**config.mk**
```make
export PLATFORM = sky130hd
export DESIGN_NAME = irrigacao_seq
export DESIGN_NICKNAME = d
export VERILOG_FILES = /design/src/rtl/irrigacao_seq.sv
export SDC_FILE = /design/constraint.sdc
export NUM_CORES = 1
export LEC_CHECK = 0
export ABC_AREA = 1
export BUFFER_PORTS_ARGS = -buffer_cell sky130_fd_sc_hd__clkbuf_2
export CAP_MARGIN = 40
export CORE_MARGIN = 1.5
export CORE_UTILIZATION = 40
export DETAILED_ROUTE_END_ITERATION = 8
export PLACE_DENSITY = 0.72
export SYNTH_ARGS = -nofsm -noshare
export SYNTH_HDL_FRONTEND = slang
export SYNTH_SLANG_ARGS = --single-unit
```
**constraint.sdc**
```tcl
create_clock -name clk -period 2.7 [get_ports clk]
set_clock_uncertainty 0.05 [all_clocks]
set_input_delay 0.54 -clock clk [delete_from_list [all_inputs] [get_ports clk]]
set_output_delay 0.54 -clock clk [all_outputs]
set_load 0.005 [all_outputs]
```
**src/rtl/irrigacao_seq.sv**
```systemverilog
// irrigacao_seq: sequential irrigation controller.
// Waters the enabled zones one after another, lowest index first. Each zone
// stays open for the duration selected by the mode. A low tank level stops
// the cycle, and abort cancels it from any state.
// Every output is a register. Outputs follow the state one cycle later, but
// abort and low tank close the valves on the same edge that detects them.
// Optional feature: define IRRIG_LOWTANK_PAUSE_EN to pause on a low tank
// instead of faulting.
module irrigacao_seq #(
    parameter int NZ = 4,
    parameter int TW = 16,
    parameter int LW = 3
) (
    input  logic          clk,
    input  logic          rst_n,
    input  logic          start,
    input  logic          abort,
    input  logic [1:0]    mode,
    input  logic [NZ-1:0] zone_en,
    input  logic [TW-1:0] dur_as,
    input  logic [TW-1:0] dur_gt,
    input  logic [LW-1:0] lvl,
    input  logic [LW-1:0] lvl_min,
    output logic [NZ-1:0] valve,
    output logic          pump,
    output logic          busy,
    output logic          done,
    output logic          err,
    output logic [2:0]    zone,
    output logic [6:0]    seg
);

    typedef enum logic [2:0] {
        S_IDLE,
        S_SEL,
        S_RUN,
        S_PAUSE,
        S_DONE,
        S_ERR
    } state_t;

    localparam logic [1:0] MODE_NONE = 2'b00;
    localparam logic [1:0] MODE_AS   = 2'b01;
    localparam logic [1:0] MODE_GT   = 2'b10;
    localparam logic [1:0] MODE_BAD  = 2'b11;

    localparam logic [6:0] SEG_OFF = 7'b0000000;
    localparam logic [6:0] SEG_A   = 7'b1110111;
    localparam logic [6:0] SEG_D   = 7'b1011110;
    localparam logic [6:0] SEG_P   = 7'b1110011;
    localparam logic [6:0] SEG_E   = 7'b1111001;

    state_t        state_q, state_nxt;
    logic [1:0]    mode_q, mode_nxt;
    logic [NZ-1:0] rem_q, rem_nxt;      // enabled zones not yet served
    logic [TW-1:0] dur_q, dur_nxt;
    logic [TW-1:0] timer_q, timer_nxt;
    logic [2:0]    zone_q, zone_nxt;

    logic          lvl_low;
    logic          found;
    logic [2:0]    pick;
    logic [NZ-1:0] pick_mask;
    logic [TW-1:0] sel_dur;

    state_t        view;                // state the outputs will show next cycle
    logic          kill;                // close the valves on this edge
    logic [NZ-1:0] valve_nxt;
    logic          pump_nxt;
    logic          busy_nxt;
    logic          done_nxt;
    logic          err_nxt;
    logic [2:0]    zone_out_nxt;
    logic [6:0]    seg_nxt;

    // Next-state and datapath: start outcome, zone selection, timer countdown.
    always_comb begin
        // NOTE: every signal gets a default before the case, so no path can leave one unassigned and infer a latch.
        state_nxt = state_q;
        mode_nxt  = mode_q;
        rem_nxt   = rem_q;
        dur_nxt   = dur_q;
        timer_nxt = timer_q;
        zone_nxt  = zone_q;

        lvl_low = (lvl < lvl_min);
        sel_dur = (mode == MODE_AS) ? dur_as : dur_gt;

        found     = 1'b0;
        pick      = '0;
        pick_mask = '0;
        for (int i = 0; i < NZ; i++) begin
            if (rem_q[i] && !found) begin
                found        = 1'b1;
                pick         = 3'(i);
                pick_mask[i] = 1'b1;
            end
        end

        case (state_q)
            S_IDLE: begin
                if (start && mode != MODE_NONE) begin
                    mode_nxt  = mode;
                    rem_nxt   = zone_en;
                    dur_nxt   = sel_dur;
                    zone_nxt  = '0;
                    timer_nxt = '0;
                    if (mode == MODE_BAD || lvl_low)
                        state_nxt = S_ERR;
                    else if (zone_en == '0 || sel_dur == '0)
                        state_nxt = S_DONE;
                    else
                        state_nxt = S_SEL;
                end
            end
            S_SEL: begin
                if (found) begin
                    zone_nxt  = pick;
                    rem_nxt   = rem_q & ~pick_mask;
                    timer_nxt = dur_q;
                    state_nxt = S_RUN;
                end else begin
                    state_nxt = S_DONE;
                end
            end
            S_RUN: begin
                if (lvl_low) begin
`ifdef IRRIG_LOWTANK_PAUSE_EN
                    state_nxt = S_PAUSE;
`else
                    state_nxt = S_ERR;
`endif
                end else begin
                    timer_nxt = timer_q - TW'(1);
                    if (timer_q == TW'(1))
                        state_nxt = S_SEL;
                end
            end
            S_PAUSE: begin
                // Timer stays frozen; the same zone resumes with its remaining time.
                if (!lvl_low)
                    state_nxt = S_RUN;
            end
            S_DONE:  state_nxt = S_IDLE;
            S_ERR:   state_nxt = S_ERR;
            default: state_nxt = S_IDLE;
        endcase

        if (state_q != S_IDLE && abort) begin
            state_nxt = S_IDLE;
            timer_nxt = '0;
        end
    end

    // Output decode: what the output registers load on this edge.
    always_comb begin
        view = state_q;
        if (state_q != S_IDLE && abort)
            view = S_IDLE;
        kill = (state_q == S_RUN) && lvl_low;

        pump_nxt = (view == S_RUN) && !kill;
        for (int i = 0; i < NZ; i++)
            valve_nxt[i] = pump_nxt && (zone_q == 3'(i));

        busy_nxt     = (view != S_IDLE);
        done_nxt     = (view == S_DONE);
        err_nxt      = (view == S_ERR);
        zone_out_nxt = (view == S_IDLE) ? 3'd0 : zone_q;

        case (view)
            S_SEL, S_RUN, S_DONE: begin
                if (mode_q == MODE_AS)
                    seg_nxt = SEG_A;
                else if (mode_q == MODE_GT)
                    seg_nxt = SEG_D;
                else
                    seg_nxt = SEG_OFF;
            end
            S_PAUSE: seg_nxt = SEG_P;
            S_ERR:   seg_nxt = SEG_E;
            default: seg_nxt = SEG_OFF;
        endcase
    end

    // State and datapath registers.
    always_ff @(posedge clk) begin
        // NOTE: sequential state uses non-blocking assignments so every register samples pre-edge values.
        if (!rst_n) begin
            state_q <= S_IDLE;
            mode_q  <= '0;
            rem_q   <= '0;
            dur_q   <= '0;
            timer_q <= '0;
            zone_q  <= '0;
        end else begin
            state_q <= state_nxt;
            mode_q  <= mode_nxt;
            rem_q   <= rem_nxt;
            dur_q   <= dur_nxt;
            timer_q <= timer_nxt;
            zone_q  <= zone_nxt;
        end
    end

    // Output registers.
    always_ff @(posedge clk) begin
        if (!rst_n) begin
            valve <= '0;
            pump  <= 1'b0;
            busy  <= 1'b0;
            done  <= 1'b0;
            err   <= 1'b0;
            zone  <= '0;
            seg   <= '0;
        end else begin
            valve <= valve_nxt;
            pump  <= pump_nxt;
            busy  <= busy_nxt;
            done  <= done_nxt;
            err   <= err_nxt;
            zone  <= zone_out_nxt;
            seg   <= seg_nxt;
        end
    end

endmodule
```
==> impl_summary.txt, run 1 <==
----------------------------------------------------
[STA]
  Hold Fails Final Rpt ... 0
  RSZ-0062 raised after global routing ... no
  Worst slew slack as a fraction of its limit ... 66.7%
  Final setup violation count ... 0
  Shortest clock period the worst path allows after layout ... 2200 ps
  Period utilisation layout ... 81.4%
  Least-Margin Pin Slew ... 498 ps
  Timing-limited maximum frequency ... 0.455 GHz
  Setup tns final ... 0 ps
  Post-route worst setup slack ... 503 ps
  Count of final max-slew check failures ... 0

[Global routing]
  First-pass GRT wire length ... 12.4 mm
  Pin count of the biggest net entering global routing ... 32
  Total routing resource utilization after global routing ... 18.8%
  Aggregate global routing overflow ... 0
  GRT met1 Usage ... 24.2%
  Most used routing layer in global routing ... met2
  Met3 global-route usage ... 4.65%
  Global-route track usage on met2 ... 31.0%
  Number of antenna violations at the first check in global routing ... 0
  Vias in the first global route ... 2,781

[Clock network]
  TritonCTS clock tree ... built
  Cts hold-fix bufs ... 0
  Post-CTS setup buffer count ... 0
  Count of clock tree sinks ... 58
  Clock slew at the register clock pins of the worst setup and hold paths ... 70 ps
  Inserted Clock Buffers ... 9
  Root buffer cell ... clkbuf_8
  Clk_lat worst skew ... 340 ps
  Post-CTS resize count ... 0
  Max Buffers Root-to-Sink ... 2
  # H-tree levels ... 3

[Worst setup path]
  Standard cell with the maximum stage delay on the critical path ... dfxtp_1
  Critical path cell sequence ... inv_1 -> nand2_1 -> nor2_1 -> nor2_2 -> nand3_4 -> inv_4 -> o21ai_1 -> o21ai_1 -> nand2_1 -> nand2_1 -> inv_1
  WS Path Type ... reg2reg
  Cell type with the highest occurrence count on the critical path ... nand2_1
  Crit path buffers/inverters ... 3
  Setup slack of the worst register-to-register path ... 500 ps
  Critical path startpoint category ... flip-flop
  Data arrival time of the critical path ... 2390 ps
  Kind of cell adding the most delay to the critical path ... simple AND/OR/NAND/NOR gates
  Highest fanout seen on the critical path ... 18
  Req. time, crit path ... 2890 ps
  Capturing element type of the critical path ... flip-flop
  Crit-path max cell delay ... 420 ps

[Drt]
  WL/cell ... 11.6 um
  Violation count after the first detailed-routing iteration ... 195
  Antenna violation net count after detailed routing ... 0
  Residual DRC count ... 0
  Number of optimization iterations in the first detailed-route pass ... 5
  Post-detailed-routing wire length ... 7.08 mm
  Detail-routed via count per cell ... 4.87
  Detailed-route via count ... 2,984

[Place]
  Weighted congestion at the end of routability-driven global placement ... 0.889
  Quantity of I/O buffers inserted on ports ... 64
  Worst slack at placement ... 340 ps
  # placed instances ... 597
  HPWL after detailed placement ... 5.38 mm

[Power and ir drop]
  Power Density ... 984 nW/um^2
  Part of the power in registers ... 32.6%
  Clock group share of total power ... 26.5%
  Pleak ... 0.00169 uW
  Comb pwr share ... 40.9%
  Internal Pwr Total ... 2110 uW
  Switching part of the total ... 40.6%
  Switching power ... 1440 uW
  Maximum resistive drop on vdd ... 0.378 mV

[Floorplan]
  Die Height ... 89.9 um
  Site Rows ... 31
  Die W ... 89.9 um
  Initial standard-cell utilization of the core ... 41.4%
  CORE AREA ... 7290 um^2
  DIE AREA ... 8070 um^2
  I/O pin cnt ... 66

[Synthesis]
  Number of library cell types mapped by synthesis ... 39
  Area of the mapped netlist ... 3020 um^2
  Seq/Total Area, Yosys ... 38.5%
  Warning count from the yosys run ... 0
  Post-synthesis register bit count ... 58
  Prevailing post-synth register cell ... dfxtp_1
  Gate count of the mapped netlist ... 450
  Area share of the largest cell type after synthesis ... 38.5%
  Number of synthesized flops with an enable pin ... 0
  Synthesized Nets ... 504
  Cells taking the most area after synthesis ... dfxtp_1, nand2_1, nor2_1, a21oi_1, inv_1
  Cell accounting for the most synthesized area ... dfxtp_1
  Share of synthesized flip-flops with an asynchronous set or reset ... 0%
  Mean instance size in the synthesized netlist ... 6.71 um^2

[Layout]
  Number of nets in the layout ... 563
  Fraction of final layout cells with drive strength greater than 1 ... 19.3%
  Final antenna diode count ... 0
  Non-filler cells, final ... 613
  Area growth syn-to-layout ... 19.7%

[Status]
  Outcome ... finished clean

[Flow run]
  Max-cap violations ... 0

[Hold path]
  HP Class ... in2reg

----------------------------------------------------
[power by group through the flow]
stage	Clock, uW	Combinational, uW	Sequential [uW]
global placement	0	1400	1170
finish	942	1450	1160
CTS	955	1430	1160
floorplan	0	1160	1150
global route	995	1660	1180
detailed placement	0	1420	1170
[synth_stat cells, types with 6 or more instances]
library cell	instances
nor2_1	62
o21ai_0	30
nand2_1	95
inv_1	52
ha_1	6
o21ai_1	8
o22ai_1	7
nand3_1	21
dfxtp_1	58
nor3_1	8
a21oi_1	45
clkbuf_1	6
[path summary, 6_finish.rpt]
| check | to | startpoint | cells past startpoint |
|---|---|---|---|
| setup / recovery | timer_q[14]$_SDFFE_PP0P_ | state_q[2]$_SDFFE_PP0P_ | 11 |
| hold / removal | rem_q[3]$_SDFFE_PN0P_ | zone_en[3] | 3 |
| setup reg to reg | timer_q[14]$_SDFFE_PP0P_ | state_q[2]$_SDFFE_PP0P_ | 11 |
| hold reg to reg | rem_q[3]$_SDFFE_PN0P_ | rem_q[3]$_SDFFE_PN0P_ | 2 |
[cells in the final DEF, fill, tap and decap left out, drive strengths merged, types with 3 or more instances in the layout]
cell / instances
a211oi: 4
a21oi: 45
clkbuf: 76
clkinv: 3
dfxtp: 58
ha: 6
inv: 56
nand2: 98
nand3: 22
nand4: 3
nor2: 66
nor3: 9
o21ai: 39
o22ai: 7
[worst reg2reg max path, stage by stage, from the launching register on]
cell     delay (ps)
dfxtp_1         420
inv_1            80
nand2_1         390
nor2_1          140
nor2_2          200
nand3_4         200
inv_4           210
o21ai_1         120
o21ai_1         140
nand2_1          60
nand2_1          50
inv_1            30
[flip-flops by register name, summed over array words and instances (netlist names), 2 cells and up]
signal,cells
state_q,3
zone_q,2
dur_q,16
rem_q,4
timer_q,16
zone,2
seg,5
valve,4
mode_q,2
[cell type report]
| cell class | instances | area (um^2) |
|---|---|---|
| timing repair buffer | 66 | 335 |
| clock inverter | 4 | 72.6 |
| inverter | 58 | 220 |
| multi-input combinational | 316 | 1530 |
| clock buffer | 12 | 165 |
| fill | 743 | 3680 |
| tap | 99 | 124 |
| sequential | 58 | 1160 |
[stage by stage]
step / power (uW) / area [um^2] / util, % / hold slack [ps]
3_3_place_gp: 2560 / 3370 / 46.3 / 398
2_1_floorplan: 2310 / 3020 / - / 374
5_1_grt: 3830 / 3610 / 49.5 / 408
4_1_cts: 3550 / 3610 / 49.5 / 381
6_report: 3550 / 3610 / 49.5 / 395
3_5_place_dp: 2600 / 3370 / 46.3 / 407
[layer usage]
layer	vias up	wire length, um
met5	-	0
met4	0	101
met3	11	399
met2	80	3170
met1	1315	3410
li1	1578	-
[cells by family (layout without fill, tap and decap cells)]
family	Yosys count	in the layout	synth area share, %
compound gates	104	104	19.1
xor+xnor	1	1	0.290
fa+ha+maj	6	6	2.49
buf+inv	76	140	10.7
flops	58	58	38.5
other cells	1	1	0.124
simple gates	204	204	28.8
(Power assumes the default switching activity.)
==> inputs of run 2 (changes only) <==
--- a/config.mk
+++ b/config.mk
@@ -5,7 +5,7 @@
 export SDC_FILE = /design/constraint.sdc
 export NUM_CORES = 1
 export LEC_CHECK = 0
-export ABC_AREA = 1
+export ABC_AREA = 0
 export BUFFER_PORTS_ARGS = -buffer_cell sky130_fd_sc_hd__clkbuf_2
 export CAP_MARGIN = 40
 export CORE_MARGIN = 1.5
==> constraint.sdc (replaced) <==
create_clock -name clk -period 2.14 [get_ports clk]
set_clock_uncertainty 0.05 [all_clocks]
set_input_delay 0.428 -clock clk [delete_from_list [all_inputs] [get_ports clk]]
set_output_delay 0.428 -clock clk [all_outputs]
set_load 0.005 [all_outputs]
==> impl_summary.txt, run 2 <==
----------------------------------------------------
[STA]
  RSZ-0062 raised after global routing ... no
  Final setup violation count ... 0 (unchanged)
  Count of final max-slew check failures ... 0 (unchanged)
  Least-Margin Pin Slew ... 707 ps (+209 ps)
  Shortest clock period the worst path allows after layout ... 1980 ps (-217 ps)
  Worst slew slack as a fraction of its limit ... 52.8% (-14 points)
  Timing-limited maximum frequency ... 0.505 GHz (+11%)
  Hold Fails Final Rpt ... 0 (unchanged)
  Setup tns final ... 0 ps (unchanged)
  Period utilisation layout ... 92.6% (+11 points)

[Worst setup path]
  Highest fanout seen on the critical path ... 8 (-10)
  Crit path buffers/inverters ... 1 (-2)
  WS Path Type ... reg2reg
  Kind of cell adding the most delay to the critical path ... compound AO/OA/AOI/OAI gates
  Capturing element type of the critical path ... flip-flop
  Req. time, crit path ... 2300 ps (-590 ps)
  Standard cell with the maximum stage delay on the critical path ... or4_4
  Critical path cell sequence ... or4_4 -> a22oi_4 -> o21ai_2 -> buf_4 -> o21ai_0 -> a21oi_1
  Data arrival time of the critical path ... 2140 ps (-250 ps)
  Critical path startpoint category ... flip-flop
  Crit-path max cell delay ... 580 ps (+160 ps)

[Place]
  Placed inst area ... 3520 um^2 (+4.5%)
  Quantity of I/O buffers inserted on ports ... 64 (unchanged)
  HPWL after detailed placement ... 5.83 mm (+8.4%)
  Weighted congestion at the end of routability-driven global placement ... 0.872 (-2.0%)

[Synthesis]
  Gate count of the mapped netlist ... 386 (-14%)
  Synth Area in Adders ... 2.81% (+0.32 points)
  Fraction of the mapped netlist area in simple logic gates ... 25.1% (-3.7 points)
  Seq/Total Area, Yosys ... 38.3% (-0.16 points)
  Share of synthesized flip-flops with an asynchronous set or reset ... 0% (unchanged)
  Post-synthesis register bit count ... 58 (unchanged)
  Area of the mapped netlist ... 3030 um^2 (+0.41%)
  Post-synthesis xor/xnor area fraction ... 0.578% (+0.29 points)
  Leading post-synthesis cells by instance count ... nand2_1, dfxtp_1, nor2_1, a21oi_1, o21ai_0
  Portion of netlist area occupied by mux cells ... 0% (unchanged)
  Synthesized Nets ... 440 (-13%)
  Number of synthesized flops with an enable pin ... 0 (unchanged)
  Warning count from the yosys run ... 0 (unchanged)
  Compound-cell area share of the yosys netlist ... 27.8% (+8.7 points)
  Combinational family with the most area after synthesis ... compound AO/OA/AOI/OAI gates
  Mean instance size in the synthesized netlist ... 7.85 um^2 (+17%)
  Prevailing post-synth register cell ... dfxtp_1
  Cell accounting for the most synthesized area ... dfxtp_1
  Area share of the largest cell type after synthesis ... 38.3% (-0.16 points)
  Most frequent cell after synthesis ... nand2_1
  Cells taking the most area after synthesis ... dfxtp_1, nand2_1, nor2_1, a311oi_1, a21oi_1
  Number of library cell types mapped by synthesis ... 50 (+28%)

[Clock network]
  Post-CTS resize count ... 0 (unchanged)
  Inserted Clock Buffers ... 9 (unchanged)
  TritonCTS clock tree ... built
  Post-CTS setup buffer count ... 0 (unchanged)
  Clk_lat worst skew ... 340 ps (about the same)
  # H-tree levels ... 3 (unchanged)
  Count of clock tree sinks ... 58 (unchanged)
  Max Buffers Root-to-Sink ... 2 (unchanged)
  Cts hold-fix bufs ... 0 (unchanged)
  Clock slew at the register clock pins of the worst setup and hold paths ... 70 ps (about the same)
  Root buffer cell ... clkbuf_8

[Power and ir drop]
  Maximum resistive drop on vdd ... 0.343 mV (-9.1%)
  Pleak ... 0.00151 uW (-10%)
  Power Density ... 941 nW/um^2 (-4.3%)
  Total power ... 3510 uW (-1.3%)

[Floorplan]
  Die Height ... 90.0 um (+0.20%)
  Site Rows ... 31 (unchanged)
  I/O pin cnt ... 66 (unchanged)
  DIE AREA ... 8110 um^2 (+0.40%)
  Die W ... 90.0 um (+0.20%)
  CORE AREA ... 7290 um^2 (unchanged)
  Initial standard-cell utilization of the core ... 41.6% (+0.17 points)

[Layout]
  Finished layout cell area ... 3730 um^2 (+3.2%)
  Largest registers ... dur_q: 16 flops, timer_q: 16 flops, seg: 5 flops
  Most frequent cells in the layout ... nand2_1, clkbuf_2, dfxtp_1
  Area growth syn-to-layout ... 23.0%
  Fraction of final layout cells with drive strength greater than 1 ... 25.9% (+6.7 points)
  Leading cell type in the layout, fill and taps excluded ... nand2_1
  Final antenna diode count ... 0 (unchanged)
  Number of nets in the layout ... 509 (-9.6%)

[Global routing]
  Aggregate global routing overflow ... 0 (unchanged)
  Total routing resource utilization after global routing ... 20.0% (+1.2 points)
  Number of antenna violations at the first check in global routing ... 0 (unchanged)
  Vias in the first global route ... 2,787 (+0.22%)
  First-pass GRT wire length ... 13.3 mm (+6.8%)
  Pin count of the biggest net entering global routing ... 39 (+22%)

[Drt]
  Antenna violation net count after detailed routing ... 0 (unchanged)
  Violation count after the first detailed-routing iteration ... 290 (+49%)
  Post-detailed-routing wire length ... 7.86 mm (+11%)
  Detail-routed via count per cell ... 5.50 (+13%)
  Residual DRC count ... 0 (unchanged)
  Number of optimization iterations in the first detailed-route pass ... 5 (unchanged)
  WL/cell ... 14.1 um (+22%)
  Detailed-route via count ... 3,067 (+2.8%)

[Status]
  Outcome ... finished clean

[Flow run]
  Max-cap violations ... 0 (unchanged)

[Hold path]
  HP Class ... in2reg

----------------------------------------------------
-- run 2: cell count changes after synthesis, moves of 10 or more --
cell,delta
inv_1,-41
a21oi_1,-23
nand2_1,-23
nor2_1,-23
nand3_1,-17
a311oi_1,+16
nor4_1,+11
clkbuf_1,+10
o21ai_0,-10
-- run 2: final cells by class --
cell class,instances,area (um^2)
clock buffer,11,151
clock inverter,4,51.3
fill,721,3570
inverter,11,41.3
multi-input combinational,292,1710
sequential,58,1160
tap,99,124
timing repair buffer,83,488
-- run 2: kinds of logic (layout without fill, tap and decap cells) --
family	count (synthesis)	count (layout)
buffers and inverters	36	109
adders and majority gates	7	7
xor gates and xnor gates	2	2
DFF	58	58
AOI/OAI and AO/OA	118	118
other	1	1
and+or+nand+nor	164	164
-- run 2: power by group --
part | switching, uW | internal (uW)
clock network | 432 | 594
registers | 126 | 1210
logic | 685 | 460
-- run 2: per-layer routing --
layer  GRT usage [%]  part of all wire (%)  up-vias
li1                -                     -     1532
met1            27.7                    48     1402
met2            30.5                    44      121
met3            3.81                   5.9       12
met4            7.67                   1.5        0
met5               0                     0        -
-- run 2: worst register-to-register path, stage by stage (launching register included) --
cell     delay [ps]
dfxtp_1         330
or4_4           580
a22oi_4         250
o21ai_2         140
buf_4           190
o21ai_0         230
a21oi_1          70
-- run 2: worst paths after layout --
path	start	end	slack [ps]	depth (start not counted)
worst max-delay path	rem_q[3]$_SDFFE_PN0P_	timer_q[3]$_SDFFE_PP0P_	160	6
worst max register to register	rem_q[3]$_SDFFE_PN0P_	timer_q[3]$_SDFFE_PP0P_	160	6
worst min-delay path	zone_en[3]	rem_q[3]$_SDFFE_PN0P_	270	3
worst min register to register	mode_q[1]$_SDFFE_PN0P_	mode_q[1]$_SDFFE_PN0P_	430	2
-- run 2: per-stage QoR --
step	cells	hold slack, ps	utilization, %	setup slack, ps
after floorplan	386	386	-	232
after global placement	543	414	48.3	218
after detailed placement	543	420	48.3	117
after CTS	558	265	51.1	167
after global routing	558	293	51.1	104
final	558	271	51.1	159
